===== src/rtl/regfile_wb_arbiter_pkg.sv =====
// Shared constants and source encoding for the register-file writeback arbiter.
// Default widths, the source enum and the register count live here.
package regfile_pkg;

    localparam int ADDRSIZE_DEF = 5;
    localparam int WORDSIZE_DEF = 32;
    localparam int NREGS        = 2 ** ADDRSIZE_DEF;

    typedef enum logic {
        SRC_ALU = 1'b0,
        SRC_LSU = 1'b1
    } src_e;

endpackage


===== src/rtl/regfile_wb_arbiter_if.sv =====
// Writeback channels (ALU, LSU) plus the registered register-file write port.
// Slave is the arbiter view; master is the execute/memory side.
interface regfile_wb_arbiter_if
    import regfile_pkg::*;
#(
    parameter int ADDRSIZE = ADDRSIZE_DEF,
    parameter int WORDSIZE = WORDSIZE_DEF
);
    logic                alu_valid;
    logic                alu_ready;
    logic [ADDRSIZE-1:0] alu_rd;
    logic [WORDSIZE-1:0] alu_data;
    logic                lsu_valid;
    logic                lsu_ready;
    logic [ADDRSIZE-1:0] lsu_rd;
    logic [WORDSIZE-1:0] lsu_data;
    logic                regwr;
    logic [ADDRSIZE-1:0] rd;
    logic [WORDSIZE-1:0] rddata;

    modport master (
        output alu_valid, alu_rd, alu_data, lsu_valid, lsu_rd, lsu_data,
        input  alu_ready, lsu_ready, regwr, rd, rddata
    );

    modport slave (
        input  alu_valid, alu_rd, alu_data, lsu_valid, lsu_rd, lsu_data,
        output alu_ready, lsu_ready, regwr, rd, rddata
    );
endinterface


===== src/rtl/regfile_wb_arbiter_rr.sv =====
// Two-request round-robin arbiter; favoured source flips to the other one on every grant.
// Latency: grant is combinational from req and the favoured-source register.
// Backpressure: no grant while reset is asserted; the loser simply waits.
module rr_arbiter2
    import regfile_pkg::*;
(
    input  logic       clk,
    input  logic       rst_n,
    input  logic [1:0] req,
    output logic [1:0] gnt
);
    src_e prio;

    always_comb begin
        gnt = 2'b00;
        if (rst_n) begin
            case (req)
                2'b01:   gnt = 2'b01;
                2'b10:   gnt = 2'b10;
                2'b11:   gnt = (prio == SRC_LSU) ? 2'b10 : 2'b01;
                default: gnt = 2'b00;
            endcase
        end
    end

    always_ff @(posedge clk or negedge rst_n) begin
        if (!rst_n) begin
            prio <= SRC_ALU;
        end else if (gnt != 2'b00) begin
            prio <= gnt[0] ? SRC_LSU : SRC_ALU;
        end
    end
endmodule


===== src/rtl/regfile_wb_arbiter.sv =====
// Arbitrates ALU/LSU writebacks onto the single register-file write port and keeps a busy scoreboard.
// Latency: grant in cycle N -> regwr/rd/rddata in N+1; hazard is combinational from busy.
// Backpressure: ready depends only on valid and the round-robin pointer. Optional WBARB_ERR_EN adds sticky err.
module regfile_wb_arbiter
    import regfile_pkg::*;
#(
    parameter int ADDRSIZE = ADDRSIZE_DEF,
    parameter int WORDSIZE = WORDSIZE_DEF
) (
    input  logic                     clk,
    input  logic                     rst_n,
    regfile_wb_arbiter_if.slave      wb,
    input  logic                     issue_valid,
    input  logic [ADDRSIZE-1:0]      issue_rd,
    input  logic [ADDRSIZE-1:0]      chk_rs1,
    input  logic [ADDRSIZE-1:0]      chk_rs2,
    output logic                     hazard,
    output logic [(2**ADDRSIZE)-1:0] busy
`ifdef WBARB_ERR_EN
    ,
    output logic                     err
`endif
);
    localparam int NR = 2 ** ADDRSIZE;

    logic [1:0]          gnt;
    src_e                wsrc;
    logic                granted;
    logic                w_en;
    logic [ADDRSIZE-1:0] w_rd;
    logic [WORDSIZE-1:0] w_data;
    logic [NR-1:0]       busy_nxt;

    rr_arbiter2 u_arb (
        .clk   (clk),
        .rst_n (rst_n),
        .req   ({wb.lsu_valid, wb.alu_valid}),
        .gnt   (gnt)
    );

    assign wb.alu_ready = gnt[0];
    assign wb.lsu_ready = gnt[1];
    assign hazard       = busy[chk_rs1] | busy[chk_rs2];

    always_comb begin
        wsrc    = gnt[1] ? SRC_LSU : SRC_ALU;
        granted = |gnt;
        w_rd    = (wsrc == SRC_LSU) ? wb.lsu_rd   : wb.alu_rd;
        w_data  = (wsrc == SRC_LSU) ? wb.lsu_data : wb.alu_data;
        // x0 grants complete the handshake but never reach the register file
        w_en    = granted && (w_rd != '0);
    end

    // Set is applied after clear so a new in-flight producer keeps the register busy
    always_comb begin
        busy_nxt = busy;
        if (w_en) begin
            busy_nxt[w_rd] = 1'b0;
        end
        if (issue_valid) begin
            busy_nxt[issue_rd] = 1'b1;
        end
        busy_nxt[0] = 1'b0;
    end

    always_ff @(posedge clk or negedge rst_n) begin
        if (!rst_n) begin
            wb.regwr  <= 1'b0;
            wb.rd     <= '0;
            wb.rddata <= '0;
            busy      <= '0;
        end else begin
            wb.regwr <= w_en;
            if (w_en) begin
                wb.rd     <= w_rd;
                wb.rddata <= w_data;
            end
            busy <= busy_nxt;
        end
    end

`ifdef WBARB_ERR_EN
    logic err_wb;
    logic err_issue;

    always_comb begin
        err_wb    = w_en && !busy[w_rd];
        err_issue = issue_valid && (issue_rd != '0) && busy[issue_rd]
                    && !(w_en && (w_rd == issue_rd));
    end

    always_ff @(posedge clk or negedge rst_n) begin
        if (!rst_n) begin
            err <= 1'b0;
        end else if (err_wb || err_issue) begin
            err <= 1'b1;
        end
    end
`endif
endmodule


===== src/flat_wrapper.sv =====
// flat-port wrapper written by rule: the top's interface ports become plain ports
module regfile_wb_arbiter_flat import regfile_pkg::*;
#(
    parameter int ADDRSIZE = ADDRSIZE_DEF,
    parameter int WORDSIZE = WORDSIZE_DEF
)
  (clk, rst_n, issue_valid, issue_rd, chk_rs1, chk_rs2, hazard, busy, wb_alu_valid, wb_alu_rd, wb_alu_data, wb_lsu_valid, wb_lsu_rd, wb_lsu_data, wb_alu_ready, wb_lsu_ready, wb_regwr, wb_rd, wb_rddata);
  regfile_wb_arbiter_if #(.ADDRSIZE(ADDRSIZE), .WORDSIZE(WORDSIZE)) wb_i ();
  input  logic clk;
  input  logic rst_n;
  input  logic issue_valid;
  input  logic [ADDRSIZE-1:0] issue_rd;
  input  logic [ADDRSIZE-1:0] chk_rs1;
  input  logic [ADDRSIZE-1:0] chk_rs2;
  output logic hazard;
  output logic [(2**ADDRSIZE)-1:0] busy;
  input wire logic [$bits(wb_i.alu_valid)-1:0] wb_alu_valid;
  input wire logic [$bits(wb_i.alu_rd)-1:0] wb_alu_rd;
  input wire logic [$bits(wb_i.alu_data)-1:0] wb_alu_data;
  input wire logic [$bits(wb_i.lsu_valid)-1:0] wb_lsu_valid;
  input wire logic [$bits(wb_i.lsu_rd)-1:0] wb_lsu_rd;
  input wire logic [$bits(wb_i.lsu_data)-1:0] wb_lsu_data;
  output wire logic [$bits(wb_i.alu_ready)-1:0] wb_alu_ready;
  output wire logic [$bits(wb_i.lsu_ready)-1:0] wb_lsu_ready;
  output wire logic [$bits(wb_i.regwr)-1:0] wb_regwr;
  output wire logic [$bits(wb_i.rd)-1:0] wb_rd;
  output wire logic [$bits(wb_i.rddata)-1:0] wb_rddata;
  assign wb_i.alu_valid = wb_alu_valid;
  assign wb_i.alu_rd = wb_alu_rd;
  assign wb_i.alu_data = wb_alu_data;
  assign wb_i.lsu_valid = wb_lsu_valid;
  assign wb_i.lsu_rd = wb_lsu_rd;
  assign wb_i.lsu_data = wb_lsu_data;
  assign wb_alu_ready = wb_i.alu_ready;
  assign wb_lsu_ready = wb_i.lsu_ready;
  assign wb_regwr = wb_i.regwr;
  assign wb_rd = wb_i.rd;
  assign wb_rddata = wb_i.rddata;
  regfile_wb_arbiter #(.ADDRSIZE(ADDRSIZE), .WORDSIZE(WORDSIZE)) u_core (.clk(clk), .rst_n(rst_n), .wb(wb_i), .issue_valid(issue_valid), .issue_rd(issue_rd), .chk_rs1(chk_rs1), .chk_rs2(chk_rs2), .hazard(hazard), .busy(busy));
endmodule

===== config.mk =====
export PLATFORM = sky130hd
export DESIGN_NAME = regfile_wb_arbiter_flat
export DESIGN_NICKNAME = d
export VERILOG_FILES = /design/src/rtl/regfile_wb_arbiter_pkg.sv /design/src/rtl/regfile_wb_arbiter_if.sv /design/src/rtl/regfile_wb_arbiter_rr.sv /design/src/rtl/regfile_wb_arbiter.sv /design/src/flat_wrapper.sv
export SDC_FILE = /design/constraint.sdc
export NUM_CORES = 1
export LEC_CHECK = 0
export ABC_AREA = 0
export CAP_MARGIN = 20
export CORE_MARGIN = 5
export CORE_UTILIZATION = 38
export CTS_CLUSTER_DIAMETER = 30
export DETAILED_ROUTE_END_ITERATION = 8
export PLACE_DENSITY = 0.84
export REMOVE_ABC_BUFFERS = 1
export SETUP_SLACK_MARGIN = 0.5
export SKIP_LAST_GASP = 1
export SLEW_MARGIN = 15
export SYNTH_ARGS = -nofsm -noshare
export SYNTH_HDL_FRONTEND = slang
export SYNTH_HIERARCHICAL = 1
export SYNTH_SLANG_ARGS = --single-unit

===== constraint.sdc =====
create_clock -name clk -period 1.7 [get_ports clk]
set_input_delay 0.17 -clock clk [delete_from_list [all_inputs] [get_ports clk]]
set_output_delay 0.17 -clock clk [all_outputs]
set_load 0.03 [all_outputs]

# Word level (Yosys, flattened, before mapping)
# Index checks and enable logic that the tools add are counted.
# word_totals
register_bits	70
out_inout_bits	73
word_cells	41
# op_classes
order_cmp	6
n_eq_ne	3
muxes	17
bitwise	4
reduce_logical	6
# op_table
operator	n
32-bit two-way mux	3
32-bit bitwise AND	1
32-bit inverter	1
32-bit OR	1
5-bit by 6-bit less-than comparator with 1-bit output (second input constant)	4
1-bit binary-select mux with 5-bit select	2
1-bit demux with 5-bit select	2
5-bit by 1-bit >= comparator with 1-bit output (second input constant)	2
1-bit two-way mux	6
2-bit one-hot mux with 3 select lines	1
5-bit two-way mux	1
5-bit nonzero test	1
2-bit equality test (second input constant)	2
2-bit two-way mux	2
1-bit logical AND	3
2-bit by 1-bit equality test with 1-bit output (second input constant)	1
2-bit nonzero test	1
2-bit OR reduction	1
1-bit OR	1

# Longest topological paths before layout
# Gate-level depths: netlist (run 1).
# depth
depth_word	14
mapped_depth	10
ltp_nobuf	7

# By module
# The synthesis (run 1) kept the hierarchy.
# by_module_without_submodules
mod	instances	cells_each	area_each_um2	seq_area_each_um2
regfile_wb_arbiter	1	353	3654.8	1726.7
rr_arbiter2	1	8	61.3	25.0

# Worst setup path before layout (run 1)
# Ideal clock, no wire load.
# synth_path
path_kind	register -> register
start	reg u_core.u_arb.prio
end	reg u_core.wb.rddata[10]
setup_time_ps	127
arrival_time_ps	2139
path_slack_ps	-566
path_stages_with_launch	9
n_path_buf	3
synth_period_minus_slack_ps	2266
cell_sequence	dfrtp_1 > inv_1 > a21oi_1 > buf_2 > mux2i_1 > a31o_2 > buf_4 > clkbuf_2 > o21ai_0
# synth_between
elab_chain_len	7
word_cells_on_any_way	9
# synth_lines
element	line_no	text
from (decl)	regfile_wb_arbiter_rr.sv:12	src_e prio;
from (signal assigned)	regfile_wb_arbiter_rr.sv:30	prio <= gnt[0] ? SRC_LSU : SRC_ALU;
2-bit two-way mux (*)	regfile_wb_arbiter_rr.sv:20	2'b11: gnt = (prio == SRC_LSU) ? 2'b10 : 2'b01;
2-bit one-hot mux with 3 select lines (*)	regfile_wb_arbiter_rr.sv:17	case (req)
2-bit two-way mux (*)	regfile_wb_arbiter_rr.sv:16	if (rst_n) begin
net wb_lsu_ready	flat_wrapper.sv:24	output wire logic [$bits(wb_i.lsu_ready)-1:0] wb_lsu_ready;
1-bit two-way mux	regfile_wb_arbiter.sv:46	wsrc = gnt[1] ? SRC_LSU : SRC_ALU;
5-bit two-way mux	regfile_wb_arbiter.sv:48	w_rd = (wsrc == SRC_LSU) ? wb.lsu_rd : wb.alu_rd;
5-bit nonzero test	regfile_wb_arbiter.sv:51	w_en = granted && (w_rd != '0);
1-bit logical AND	regfile_wb_arbiter.sv:51	
to (signal assigned)	regfile_wb_arbiter.sv:76	wb.rddata <= w_data;
to (decl)	regfile_wb_arbiter_if.sv:28	output alu_ready, lsu_ready, regwr, rd, rddata
# The timed path passes the listed nets; every way through them passes the cells marked *.
# A chain may end at the register's enable or synchronous reset.

# Final worst setup path (run 1)
# layout_path
start	reg u_core.u_arb.prio
end	reg u_core.wb.rd[4]
# layout_between
elab_chain_len	7
word_cells_on_any_way	8
# layout_lines
element	line_no	text
2-bit two-way mux (*)	regfile_wb_arbiter_rr.sv:20	
2-bit one-hot mux with 3 select lines (*)	regfile_wb_arbiter_rr.sv:17	
2-bit two-way mux (*)	regfile_wb_arbiter_rr.sv:16	
1-bit two-way mux	regfile_wb_arbiter.sv:46	
5-bit two-way mux	regfile_wb_arbiter.sv:48	
5-bit nonzero test	regfile_wb_arbiter.sv:51	
1-bit logical AND	regfile_wb_arbiter.sv:51	
to (signal assigned)	regfile_wb_arbiter.sv:75	wb.rd <= w_rd;
to (decl)	regfile_wb_arbiter_if.sv:28	
# Mark *: on every way between the ends. The rest lies on a longest branch, timed or not.

==> results.py, run 1 <==
metrics = {
    "global_routing": {
        "overflow": 0,
        "busiest_layer": "met2",
        "grt_use_met2_pct": 50.0,
        "antenna_found_initial": 0,
        "gr-usage-all-layers_pct": 27.1,
        "grt_max_degree": 72,
        "grtUsageMet3_pct": 7.28,
        "grt_first_pass_wirelength_um": 24400,
        "gr-usage-met1_pct": 28.5,
        "grt_pass1_vias": 4772,
    },
    "setup_path": {
        "reg2reg_depth": 11,
        "critical_path_class": "flop to flop",
        "timing.rr.end": "u_core/wb.rd[4]",
        "cp-end-kind": "flop",
        "cp_max_fo": 7,
        "crit_arrival_ns": 2.45,
        "reg2reg_slack_ns": -0.48,
        "critPathRequiredTime_ns": 1.97,
        "r2r_start": "u_core/u_arb/prio",
        "worst_setup_path_start_kind": "flop",
    },
    "timing": {
        "rsz0062_at_grt": "yes",
        "fin_worst_skew_ns": 0.0112,
        "finalCritPeriodShare_pct": 128,
        "min_period_ns": 2.18,
        "hold_viol_final": 0,
        "clock.fmax_mhz": 459,
        "relSlewSlack_pct": 56.6,
        "setup_ws_ns": -0.478,
        "worst_pin_slew_ns": 0.651,
        "slew_viol_final": 0,
        "finalSetupViolations": 72,
    },
    "cells_and_area": {
        "fin_nets": 765,
        "final_layout_size_suffix_gt1_share_pct": 57.6,
        "diodes": 0,
        "areaGrowthSynthToFinish_pct": 113,
        "final_cell_area_um2": 7920,
    },
    "routing": {
        "vias_per_cell": 5.84,
        "vias": 4717,
        "drtIter0Drc": 253,
        "totalWireLength_um": 19700,
        "drt_first_pass_iters": 5,
        "drtAntennaViolNets": 0,
        "detail_route.wl_per_cell_um": 24.4,
        "drc": 0,
    },
    "yosys": {
        "ys_types": 37,
        "synth_seq_area_share_pct": 47.1,
        "synth_ff_type": "dfrtp_1",
        "yosysTopAreaCellShare_pct": 47.1,
        "synth_most_common_cell": "o21ai_0",
        "netlist_area_um2": 3720,
        "netlist_top_cells_count": "o21ai_0, dfrtp_1, nand2_1",
        "synthMuxAreaShare_pct": 20.0,
        "synth-compound-area-share_pct": 18.6,
        "synth_top_area_cell": "dfrtp_1",
        "syn_inst": 361,
        "synth_edf_count": 0,
        "ys_ff_latch": 70,
        "synth-xor-area-share_pct": 0,
        "synth_adder_area_share_pct": 0,
        "synth-async-reset-ratio_pct": 100,
        "ys_warn_count": 6,
        "synthSimpleGateAreaFrac_pct": 9.83,
        "synth_area_leaders": "dfrtp_1, o21ai_0, mux2i_1, nand2_1, mux4_2",
        "synth_top_family_by_area": "multiplexers",
        "syn_avg_cell_area_um2": 10.3,
    },
    "floorplan": {
        "num_rows": 36,
        "start_util_pct": 38.6,
        "die_area_um2": 11900,
        "dieHeight_um": 109,
        "boundaryPins": 167,
        "core_um2": 9640,
        "fp.dieW_um": 109,
    },
    "placement": {
        "io_buffers": 165,
        "dp_hpwl_um": 10400,
        "gp_congestion": 0.853,
        "place_area_um2": 5990,
    },
    "hold_path": {
        "hp-class": "input pin to asynchronous set/reset pin",
    },
    "power_and_ir_drop": {
        "p_leak_nw": 3.55,
        "ir_worst_vdd_uv": 712,
        "power_mw": 8.68,
        "p_per_area_nw_per_um2": 1100,
    },
    "outcome": {
        "violations": "setup timing",
        "status": "complete, but fails checks",
    },
    "cts": {
        "clk_pin_slew_ns": 0.08,
        "clkSinkCount": 70,
        "clock_tree.buffer_depth": 2,
        "cts_tree": "yes",
        "clockRootBuffer": "clkbuf_8",
        "numCtsBuffers": 9,
        "ctsHoldBuffers": 0,
        "clk_latency_ns": 0.34,
        "htree_levels": 3,
    },
    "flow_run": {
        "cap_viol_max_count": 0,
    },
}
sequential cells by signal, summed over array words and instances (netlist names):
register	flops
u_core/busy	31
u_core/wb.rddata	32
u_core/wb.regwr	1
u_core/u_arb/prio	1
u_core/wb.rd	5
cell type report:
class	instances	area, µm²
multi-input cells	263	2550
flip-flops and latches	70	1760
fillers	469	1720
clock inverters	5	50.0
clock buffers	10	138
repair buffers	319	3230
well taps	133	166
inverters	8	30.0
metrics by stage:
step | util [%] | worst slack, ns | setup TNS [ns] | cells | hold WS, ns
floorplan | - | -4.07 | -255.38 | 340 | -0.126
global placement | 62.1 | -0.946 | -26.02 | 714 | 0.462
detailed placement | 62.1 | -0.991 | -31.26 | 714 | 0.469
CTS | 75.3 | -0.428 | -4.89 | 784 | 0.183
global route | 82.2 | -0.544 | -27.20 | 808 | 0.118
finish | 82.2 | -0.478 | -22.98 | 808 | 0.0730
routing by layer:
| layer | up-vias | wire [µm] | share of wire (%) |
|---|---|---|---|
| met5 | - | 0 | 0 |
| met4 | 0 | 1160 | 5.9 |
| met3 | 100 | 1570 | 8.0 |
| met2 | 370 | 10300 | 52 |
| met1 | 2286 | 6660 | 34 |
| li1 | 1961 | - | - |
power breakdown:
part / total [mW] / internal (mW) / switching [mW]
clock network: 1.35 / 0.700 / 0.654
logic: 4.79 / 2.40 / 2.39
registers: 2.54 / 2.08 / 0.462
total: 8.68 / 5.18 / 3.51
cells by family after synthesis:
family / Yosys count
buffers and inverters: 29
DFF: 70
other: 1
muxes: 56
and+or+nand+nor: 81
AOI/OAI and AO/OA: 124
critical path, cell delays in order, from the launching register on:
cell	delay, ns
dfrtp_1	0.42
inv_2	0.13
a21oi_4	0.09
buf_12	0.16
o32ai_4	0.40
a31o_4	0.32
buf_6	0.12
buf_6	0.10
buf_6	0.11
buf_4	0.11
nand2_2	0.06
o21ai_2	0.07
cell usage in the layout (no fill, tap or decap), types with 3 or more instances in the layout:
cell and instances:
mux2i_1 34, clkdlybuf4s50_1 88, inv_1 6, nor2_1 5
o32ai_4 3, a21oi_1 4, buf_2 38, buf_6 103
dfrtp_1 65, nand2_4 33, a21oi_4 3, buf_16 8
o211ai_1 6, mux2i_4 3, buf_12 10, dlygate4sd2_1 4
nand2_1 8, o21ai_2 51, o21ai_1 43, buf_4 65
dfrtp_2 5, clkinv_2 4, nand3_1 3, nand2_2 13
nand3b_1 6, mux4_2 11, clkbuf_8 10
what timing repair did:
action                                  4_1_cts  5_1_grt
endpoints found under the setup margin      141      107
pin swaps                                    74       44
setup buffers                                45       24
resized for setup                           649      130
hold endpoints to repair                      0        0
gates cloned                                 10        0
how the worst max path moves through the flow:
stage / startpoint / depth (start not counted) / slack, ns / end
2_1_floorplan: u_core/u_arb/prio / 6 / -4.07 / u_core/wb.rd[1]
3_3_place_gp: chk_rs2[0] / 6 / -0.95 / hazard
3_5_place_dp: chk_rs2[0] / 7 / -0.99 / hazard
4_1_cts: u_core/busy[23] / 5 / -0.43 / hazard
5_1_grt: u_core/busy[26] / 7 / -0.54 / hazard
6_report: u_core/u_arb/prio / 11 / -0.48 / u_core/wb.rd[4]
(Power assumes the default switching activity.)
==> run 2: changes to the inputs <==
--- a/config.mk
+++ b/config.mk
@@ -7,6 +7,7 @@
 export LEC_CHECK = 0
 export ABC_AREA = 0
 export CAP_MARGIN = 20
+export CORE_ASPECT_RATIO = 1.25
 export CORE_MARGIN = 5
 export CORE_UTILIZATION = 38
 export CTS_CLUSTER_DIAMETER = 30
==> results.py, run 2 (synthesis gave the netlist of run 1 again) <==
metrics = {
    "power_and_ir_drop": {
        "p_switching_mw": 3.53,
        "p_per_area_nw_per_um2": 1180,
        "p_leak_nw": 3.52,
        "power_mw": 9.33,
        "p_int_mw": 5.80,
        "clockPowerShare_pct": 23.3,
        "swShare_pct": 37.9,
        "ir_worst_vdd_uv": 839,
        "seqPwrFrac_pct": 26.6,
        "combPwrFrac_pct": 50.1,
    },
    "floorplan": {
        "fp.dieW_um": 98.5,
        "start_util_pct": 38.7,
        "core_um2": 9610,
        "dieHeight_um": 121,
        "num_rows": 40,
        "die_area_um2": 11900,
        "boundaryPins": 167,
    },
    "placement": {
        "place_area_um2": 5960,
        "gp_congestion": 0.910,
        "dp_hpwl_um": 10300,
        "pre_cts_slack_ns": -1.02,
        "dp_cells": 705,
        "io_buffers": 165,
    },
    "cts": {
        "clk_pin_slew_ns": 0.06,
        "cts_tree": "yes",
        "clock_tree.buffer_depth": 2,
        "clkSinkCount": 70,
        "clockRootBuffer": "clkbuf_16",
        "htree_levels": 3,
        "clk_latency_ns": 0.34,
        "numCtsBuffers": 9,
    },
    "cells_and_area": {
        "reg_top3": "u_core/wb.rddata x32, u_core/busy x31, u_core/wb.rd x5",
        "fin_nets": 759,
        "final_common_cell": "clkdlybuf4s50_1",
        "final_cell_area_um2": 7930,
        "fill_cells": 482,
        "largest-register": "u_core/wb.rddata",
        "final_layout_size_suffix_gt1_share_pct": 56.6,
        "finalNonFillerCells": 796,
        "largest_reg_flops": 32,
        "areaGrowthSynthToFinish_pct": 113,
        "final_cell_mix": "clkdlybuf4s50_1, buf_6, buf_4",
        "diodes": 0,
    },
    "setup_path": {
        "slowest_stage": "mux4_2",
        "slowest_delay_ns": 0.48,
        "timing.rr.end": "u_core/busy[9]",
        "startpoint": "u_core/busy[22]",
        "crit_arrival_ns": 1.98,
        "cp-end-kind": "primary output",
        "reg2reg_depth": 11,
        "cp_max_fo": 4,
        "worst_setup_path_start_kind": "flop",
        "path_depth": 5,
        "crit_path_cell_trace": "mux4_2, mux2_4, a31oi_1, o211ai_1, buf_4",
        "worst-path-buf-inv": 1,
        "reg2reg_slack_ns": -0.35,
        "cp-endpoint": "hazard",
        "r2r_start": "u_core/u_arb/prio",
        "critPathRequiredTime_ns": 1.53,
        "critical-path-top-delay-family": "multiplexers",
        "critical_path_class": "flop to primary output",
    },
    "global_routing": {
        "grt_first_pass_wirelength_um": 26900,
        "grt_max_degree": 37,
        "antenna_found_initial": 0,
        "gr-usage-all-layers_pct": 29.6,
        "overflow": 0,
        "grt_pass1_vias": 5005,
    },
    "timing": {
        "finalCritPeriodShare_pct": 127,
        "hold_viol_final": 0,
        "rsz0062_at_grt": "yes",
        "setup_ws_ns": -0.455,
        "worst_pin_slew_ns": 0.508,
        "relSlewSlack_pct": 66.0,
        "fin_worst_skew_ns": 0.00414,
        "min_period_ns": 2.15,
        "holdWs_ns": 0.0185,
        "clock.fmax_mhz": 464,
        "finalSetupViolations": 71,
        "slew_viol_final": 0,
    },
    "routing": {
        "drtIter0Drc": 323,
        "drtAntennaViolNets": 0,
        "vias": 4733,
        "vias_per_cell": 5.95,
        "totalWireLength_um": 19500,
        "drc": 0,
        "drt_first_pass_iters": 5,
        "detail_route.wl_per_cell_um": 24.5,
    },
    "hold_path": {
        "hp-class": "input pin to asynchronous set/reset pin",
    },
    "outcome": {
        "status": "complete, but fails checks",
        "violations": "setup timing",
    },
    "flow_run": {
        "cap_viol_max_count": 0,
    },
}
run 2: changes by cell type in the layout (fill, tap and decap cells not counted), moves of 8 or more:
| cell | previous run | this run |
|---|---|---|
| buf_6 | 103 | 77 |
| clkbuf_8 | 10 | 0 |
| clkbuf_16 | 0 | 9 |
| buf_4 | 65 | 77 |
| o21ai_2 | 51 | 59 |
| o21ai_1 | 43 | 31 |
| nand2_1 | 8 | 21 |
| nand2_4 | 33 | 18 |
run 2: stage by stage:
stage	util, %	setup TNS [ns]
after floorplan	-	-255.38
after global placement	62.1	-23.87
after detailed placement	62.1	-26.97
after CTS	78.0	-6.91
after global routing	82.5	-20.87
final	82.5	-18.61
run 2: timing repair:
action,in CTS,in global routing
setup endpoints to repair,141,120
hold endpoints to repair,36,0
resized for setup,602,136
hold buffers,1,0
cloned,10,0
buffers inserted,39,25
pin swaps,55,35
run 2: layer usage:
layer / vias to the layer above / wire (µm) / share of wire (%) / GRT usage [%]
met5: - / 0 / 0 / 0
met3: 112 / 1660 / 8.5 / 8.48
li1: 1936 / - / - / -
met1: 2302 / 6550 / 34 / 29.7
met4: 0 / 1180 / 6.0 / 17.6
met2: 383 / 10100 / 52 / 53.7
run 2: worst min-delay path by stage:
| stage | startpoint | to | slack, ns | cells past startpoint |
|---|---|---|---|---|
| after global placement | rst_n | u_core/wb.rddata[27] | 0.26 | 2 |
| after global routing | rst_n | u_core/u_arb/prio | 0.06 | 3 |
| after floorplan | rst_n | u_core/busy[10] | -0.13 | 0 |
| after detailed placement | rst_n | u_core/wb.rddata[27] | 0.28 | 2 |
| final | rst_n | u_core/u_arb/prio | 0.02 | 3 |
| after CTS | rst_n | u_core/wb.rd[3] | 0.007 | 3 |
run 2: final cells by class:
type / count / area, µm² / area share (%)
multi-input cells: 263 / 2510 / 31.7
repair buffers: 313 / 3130 / 39.5
well taps: 126 / 158 / 1.99
flip-flops and latches: 70 / 1760 / 22.1
clock buffers: 9 / 225 / 2.84
clock inverters: 7 / 113 / 1.42
inverters: 8 / 30.0 / 0.379
run 2: worst min-delay path, delay by kind of cell:
kind | cells | cell delay, ns
buf+inv | 3 | 0.62
run 2: power by group through the flow:
stage	combinational (mW)	clock [mW]	sequential [mW]
5_1_grt	4.83	2.24	2.53
6_report	4.68	2.17	2.48
2_1_floorplan	0.744	0	3.17
3_3_place_gp	3.31	0	2.36
4_1_cts	4.14	2.15	2.41
3_5_place_dp	3.40	0	2.40
